File: src/rtl/sdram_refresh_req_gen.sv
// sdram_refresh_req_gen
//   Periodic auto-refresh request generator for the AXI SDRAM controller.
//   An interval timer earns one refresh credit every REF_ITV cycles. Owed
//   refreshes are offered to the command arbiter over valid/ready. Each
//   accepted request is followed by an RFC_CYC-cycle recovery gap.
//
// Ports
//   clk            in   clock
//   rst            in   synchronous active-high reset
//   en             in   refresh timing enable
//   ref_req_valid  out  refresh request to arbiter
//   ref_req_ready  in   arbiter accepts request (handshake = valid & ready)
//   ref_urgent     out  pending >= URGENT_TH
//   pending_cnt    out  owed refreshes
//   overflow_err   out  sticky, a credit was lost at saturation
//   stats_clr      in   clear ref_issued_cnt        (SDRAM_REF_STATS_EN only)
//   ref_issued_cnt out  saturating handshake count  (SDRAM_REF_STATS_EN only)
//
// Build option: define SDRAM_REF_STATS_EN to add the handshake statistics.
//
// State   | meaning
// --------+---------------------------------------------------------
// IDLE    | nothing owed or timing disabled, valid low
// REQ     | refresh offered to arbiter, valid high
// RECOVER | post-refresh gap, valid low, rfc_cnt counting down

module sdram_refresh_req_gen #(
    parameter int REF_ITV     = 1560,
    parameter int MAX_PENDING = 8,
    parameter int URGENT_TH   = 6,
    parameter int RFC_CYC     = 7
) (
    input  logic                               clk,
    input  logic                               rst,
    input  logic                               en,
    output logic                               ref_req_valid,
    input  logic                               ref_req_ready,
    output logic                               ref_urgent,
    output logic [$clog2(MAX_PENDING+1)-1:0]   pending_cnt,
    output logic                               overflow_err
`ifdef SDRAM_REF_STATS_EN
    ,
    input  logic                               stats_clr,
    output logic [15:0]                        ref_issued_cnt
`endif
);

    localparam int PW       = $clog2(MAX_PENDING + 1);
    localparam int ITV_W    = $clog2(REF_ITV);
    localparam int RFC_W    = (RFC_CYC > 1) ? $clog2(RFC_CYC) : 1;
    localparam int RFC_LOAD = (RFC_CYC > 0) ? RFC_CYC - 1 : 0;

    typedef enum logic [1:0] {
        IDLE    = 2'd0,
        REQ     = 2'd1,
        RECOVER = 2'd2
    } state_t;

    state_t           state;
    logic [ITV_W-1:0] itv_cnt;
    logic [RFC_W-1:0] rfc_cnt;
    logic [PW-1:0]    pending;
    logic             tick;
    logic             hs;

    assign tick = en && (itv_cnt == '0);
    assign hs   = (state == REQ) && ref_req_ready;

    // Interval timer: held at reload value while disabled so the first
    // credit after enabling always takes a full interval.
    always_ff @(posedge clk) begin
        if (rst) begin
            itv_cnt <= ITV_W'(REF_ITV - 1);
        end else if (!en || itv_cnt == '0) begin
            itv_cnt <= ITV_W'(REF_ITV - 1);
        end else begin
            itv_cnt <= itv_cnt - 1'b1;
        end
    end

    // Owed-refresh counter; a simultaneous credit and handshake cancel.
    always_ff @(posedge clk) begin
        if (rst) begin
            pending      <= '0;
            overflow_err <= 1'b0;
        end else begin
            if (tick && !hs) begin
                if (pending == PW'(MAX_PENDING)) begin
                    overflow_err <= 1'b1;
                end else begin
                    pending <= pending + 1'b1;
                end
            end else if (hs && !tick) begin
                pending <= pending - 1'b1;
            end
        end
    end

    // A handshake takes priority over en falling so the recovery gap is
    // always honoured once the arbiter has issued the refresh.
    always_ff @(posedge clk) begin
        if (rst) begin
            state   <= IDLE;
            rfc_cnt <= '0;
        end else begin
            case (state)
                IDLE: begin
                    if (pending != '0 && en) state <= REQ;
                end
                REQ: begin
                    if (hs) begin
                        if (RFC_CYC > 0) begin
                            state   <= RECOVER;
                            rfc_cnt <= RFC_W'(RFC_LOAD);
                        end else if ((pending > PW'(1) || tick) && en) begin
                            state <= REQ;
                        end else begin
                            state <= IDLE;
                        end
                    end else if (!en) begin
                        state <= IDLE;
                    end
                end
                RECOVER: begin
                    if (rfc_cnt == '0) begin
                        state <= (pending != '0 && en) ? REQ : IDLE;
                    end else begin
                        rfc_cnt <= rfc_cnt - 1'b1;
                    end
                end
                default: state <= IDLE;
            endcase
        end
    end

    assign ref_req_valid = (state == REQ);
    assign ref_urgent    = (pending >= PW'(URGENT_TH));
    assign pending_cnt   = pending;

`ifdef SDRAM_REF_STATS_EN
    // A handshake coinciding with a clear counts as the first new event.
    always_ff @(posedge clk) begin
        if (rst) begin
            ref_issued_cnt <= '0;
        end else if (hs) begin
            if (stats_clr) begin
                ref_issued_cnt <= 16'd1;
            end else if (ref_issued_cnt != 16'hFFFF) begin
                ref_issued_cnt <= ref_issued_cnt + 16'd1;
            end
        end else if (stats_clr) begin
            ref_issued_cnt <= '0;
        end
    end
`endif

endmodule

File: config.mk
export PLATFORM = sky130hd
export DESIGN_NAME = sdram_refresh_req_gen
export DESIGN_NICKNAME = d
export VERILOG_FILES = /design/src/rtl/sdram_refresh_req_gen.sv
export SDC_FILE = /design/constraint.sdc
export NUM_CORES = 1
export LEC_CHECK = 0
export ABC_AREA = 1
export BUFFER_PORTS_ARGS = -buffer_cell sky130_fd_sc_hd__clkbuf_2
export CELL_PAD_IN_SITES_DETAIL_PLACEMENT = 1
export CELL_PAD_IN_SITES_GLOBAL_PLACEMENT = 1
export CORE_MARGIN = 4
export CORE_UTILIZATION = 38
export CTS_CLUSTER_DIAMETER = 50
export DETAILED_ROUTE_END_ITERATION = 10
export PLACE_DENSITY_LB_ADDON = 0.1
export SKIP_LAST_GASP = 1
export SYNTH_ARGS = -nofsm -noshare
export SYNTH_HDL_FRONTEND = slang
export SYNTH_SLANG_ARGS = --single-unit
File: constraint.sdc
create_clock -name clk -period 2.4 [get_ports clk]
set_clock_uncertainty 0.05 [all_clocks]
set_input_delay 0.24 -clock clk [delete_from_list [all_inputs] [get_ports clk]]
set_output_delay 0.24 -clock clk [all_outputs]
set_load 0.01 [all_outputs]
* Word level (Yosys, flattened, before mapping) *
Index checks and enable logic that the tools add are counted.

cells by class
  order comparisons = 1
  eq/ne operators = 9
  reductions and logical operators = 20
  multiplexer cells = 12
  add/sub/neg operators = 4

operators with widths
  operator               count
  $mux 4                 3
  $logic_not 11->1       1
  $sub 11x1->11 const B  1
  $mux 2                 4
  $ne 2x2->1 const B     4
  $mux 3                 2
  $pmux 2 s3             1
  $pmux 3 s2             1
  $reduce_and 3->1       2
  $logic_and 1x1->1      5
  $add 4x1->4 const B    1
  $eq 4x4->1 const B     1
  $ge 4x3->1 const B     1
  $reduce_and 2->1       2
  $reduce_bool 2->1      2
  $reduce_bool 4->1      1
  $sub 4x1->4 const B    1
  $logic_not 1->1        3
  $logic_not 3->1        1
  $ne 3x2->1 const B     1
  $sub 3x1->3 const B    1
  $eq 2x1->1 const B     1
  $eq 2x2->1 const B     1
  $logic_not 2->1        1
  4 further kinds        4

word-level totals
  output and inout bits = 7
  register bits = 21
  input port bits = 4
  word-level logic and storage cells = 51

* Longest topological paths before layout *
  depth in word-level cells = 6
  mapped depth = 20
  depth with buffers taken out = 20

* Worst setup path before layout *
Ideal clock, no wire load.

  kind = register -> register
  start point = reg itv_cnt[0]
  end point = reg pending[3] (netlist: pending_cnt[3])
  stages on the path, launching flop included = 19
  required time = 2.235 ns
  arrival time = 2.082 ns
  setup time = 0.115 ns
  slack = 0.153 ns
  cell sequence = dfxtp_1 inv_1 ha_1 inv_1 nor2_2 nand3_4 nor2_8 inv_1 nor3_1 inv_1 ha_1 nand2_1 nand2_1 nor2_1 nand4_1 nand2_1 inv_1 a21oi_1 nor2_1

between the ends
  word-level cells in the longest chain between the ends = 6

RTL lines
  item                                line  source
  start, declared                     60    logic [ITV_W-1:0] itv_cnt;
  start signal, assigned              73    itv_cnt <= ITV_W'(REF_ITV - 1);
  start signal, assigned              75    itv_cnt <= ITV_W'(REF_ITV - 1);
  start signal, assigned              77    itv_cnt <= itv_cnt - 1'b1;
  $logic_not 11->1 *                  66    assign tick = en && (itv_cnt == '0);
  $logic_and 1x1->1 *                 66
  $logic_not 1->1                     93    end else if (hs && !tick) begin
  $logic_and 1x1->1                   93
  $reduce_bool 2->1 (no source line)  n/a
  $reduce_and 2->1 (no source line)   n/a
  end signal, assigned                91    pending <= pending + 1'b1;
  end signal, assigned                94    pending <= pending - 1'b1;
  end, declared                       62    logic [PW-1:0] pending;

Every way passes the cells marked *; elsewhere a longest branch is shown, timed or not.
A chain may end at the register's enable or synchronous reset.

* Worst setup path in the final report *
Same ends and word-level chain as after synthesis.

==> results.toml <==
[outcome]
run_status = "finished clean"

[route]
drc_errors = 0
viasPerCell = 4.804
routed_wl_mm = 3.135
ant_nets = 0
dr.pass1.iters = 3
drt_iter0_markers = 20
vias = 1153
wl_per_cell_um = 13.06

[sta]
hold_viol = 0
fmax_mhz = 437.8
period_minus_slack_ns = 2.284
grt_setup_unrepaired = "true"
tns_ns = 0
setup_viol = 0
fin_ws_ns = 0.1157
tightest_slew_ns = 0.3027
maxSlewViolCount = 0
period_share = 0.9518
relSlewSlack = 0.7979

[floorplanning]
core_region_area_um2 = 3128
fp.dieArea_um2 = 4369
ios = 11
dieWidth_um = 66.10
start_util = 0.4100
die_y_um = 66.10
fp-row-count = 20

[worst_setup_path]
crit_required_ns = 2.59
rr_startpoint = "itv_cnt[0]"
worstSetupEndpoint = "pending_cnt[3]"
timing.rr.end = "pending_cnt[3]"
worstSetupEndpointType = "flop"
critical_path.max_fanout = 3
r2r_setup_slack_ns = 0.12
critPathKind = "flop to flop"
cp-start-kind = "flop"
crit_arrival_ns = 2.47
startpoint = "itv_cnt[0]"
reg2regPathDepth = 20

[global_routing]
gr-usage-all-layers = 0.1536
met3_usage = 0.02041
grt_pass1_wl_mm = 5.202
met1_usage = 0.1909
gr-usage-met2 = 0.2689
overflow = 0
grt_max_degree = 14
antenna_found_initial = 0
busiest_layer = "met2"
grt_pass1_vias = 1218

[clock_network]
path_clk_slew_ns = 0.13
numClockSinks = 21
htree_levels = 1
cts_buffer_depth = 2
clock_latency_ns = 0.32
cts-root-buf = "clkbuf_4"
cts_tree = "built"
cts_made_buffers = 3

[finish]
final_core_util = 0.4960
nFillCells = 411
layout_commonest_cell = "nand2_1"
fin_area_um2 = 1551
fin_nets = 212
syn2layout_area_growth_pct = 20.98
final_cell_mix = "nand2_1, inv_1, nor2_1"
drive_gt1_frac = 0.3112
n_antenna_cell = 0

[synth]
syn_nets = 189
ys_ff_latch = 21
yosysTopAreaCell = "dfxtp_1"
syn_inst = 174
synthesis.area_um2 = 1282
ys_seq_area_frac = 0.3278
yosys_warnings = 0
synth.area.top_cells = "dfxtp_1, ha_1, inv_1"
yosysUniqueCellTypes = 28
synth_top_area_share = 0.3278
syn_area_per_cell_um2 = 7.371

[power]
powerDensity_nw_per_um2 = 721.0
switchingPower_w = 0.0004637
switching_share = 0.4145
power.internal_w = 0.0006549
finalPower_w = 0.001119
combPwrFrac = 0.429
peakVddDrop_v = 0.0003878
seq_power_share = 0.401
p_clk_frac = 0.170
p_leak_nw = 0.6704

[placement]
dp_hpwl_mm = 2.337
numPortBuffers = 10
pre_cts_ws_ns = 0.04522
place_congestion = 0.7869
detailed_place.area_um2 = 1418

[flow_run]
drv_cap = 0

[worst_hold_path]
hold_class = "primary input to flop"
-- area by class of cell --
cell class	count	area, um2	share of cell area
inverter	34	127.6	0.08226
sequential	21	422.9	0.2726
multi-input combinational	119	805.8	0.5194
clock buffer	3	22.52	0.01452
clock inverter	1	7.507	0.004839
tap	44	55.05	0.03548
timing repair buffer	18	110.1	0.07097
-- routing by layer --
| metal | vias up | part of all wire |
|---|---|---|
| met3 | 4 | 0.016 |
| li1 | 595 | - |
| met5 | - | 0 |
| met2 | 9 | 0.51 |
| met4 | 0 | 0.0099 |
| met1 | 545 | 0.46 |
-- timing repair --
| item | in CTS | in global routing |
|---|---|---|
| hold buffers | 0 | 0 |
| endpoints found under the setup margin | 0 | 1 |
| gates resized for setup | 0 | 22 |
| buffers inserted | 0 | 4 |
-- cell families (layout without fill, tap and decap cells) --
kind of cell	after synthesis	in the layout	share of synthesized area
adders and majority gates	11	11	0.1132
DFF	21	21	0.3278
and+or+nand+nor	81	81	0.3307
buffers and inverters	34	56	0.09951
xor gates and xnor gates	4	4	0.02732
AOI/OAI and AO/OA	23	23	0.1015
-- synth_stat cells, drive strengths merged --
master  instances
dfxtp          21
a21oi          13
o31ai           1
nand2          31
xor2            2
o21ai           7
a311oi          1
nor2           31
nand4           4
xnor2           2
fa              1
nor3            2
nand3          13
a31oi           1
inv            34
ha             10
-- state kept, by name, summed over array words and instances (netlist names) --
signal / count
rfc_cnt: 3
overflow_err: 1
pending_cnt: 4
state: 2
itv_cnt: 11
-- power groups by stage --
| stage | Sequential, W | Clock (W) | Combinational [W] |
|---|---|---|---|
| detailed placement | 0.000452 | 0 | 0.000437 |
| CTS | 0.000444 | 0.000203 | 0.000440 |
| floorplan | 0.000448 | 0 | 0.000309 |
| global placement | 0.000447 | 0 | 0.000411 |
| finish | 0.000449 | 0.000190 | 0.000480 |
| global route | 0.000457 | 0.000214 | 0.000570 |
-- worst max-delay path, stage by stage (launching register included) --
cell and delay, ns:
dfxtp_2 0.36, inv_2 0.07, ha_4 0.13, inv_2 0.04
nor2_4 0.11, nand3_4 0.09, nor2_8 0.12, inv_2 0.04
nor3_2 0.18, inv_2 0.10, ha_4 0.26, nand2_2 0.07
nor2_2 0.04, nor2_2 0.11, inv_1 0.05, nand2_1 0.07
nand2_2 0.06, inv_2 0.06, nand3_2 0.05, nand2_1 0.07
nor2_1 0.04
-- worst min-delay path by stage --
stage	startpoint	end	slack, ns	cells after the start
final	rst	pending_cnt[2]	0.16	2
after global routing	rst	pending_cnt[2]	0.18	2
after CTS	rst	pending_cnt[2]	0.15	2
after detailed placement	itv_cnt[0]	itv_cnt[0]	0.35	1
after global placement	itv_cnt[0]	itv_cnt[0]	0.34	1
after floorplan	rst	pending_cnt[2]	0.25	1
-- through the flow --
step | hold slack, ns | instances
floorplan | 0.2524 | 174
global placement | 0.3400 | 232
detailed placement | 0.3478 | 232
CTS | 0.1483 | 236
global route | 0.1763 | 240
finish | 0.1593 | 240
(Power assumes the default switching activity.)
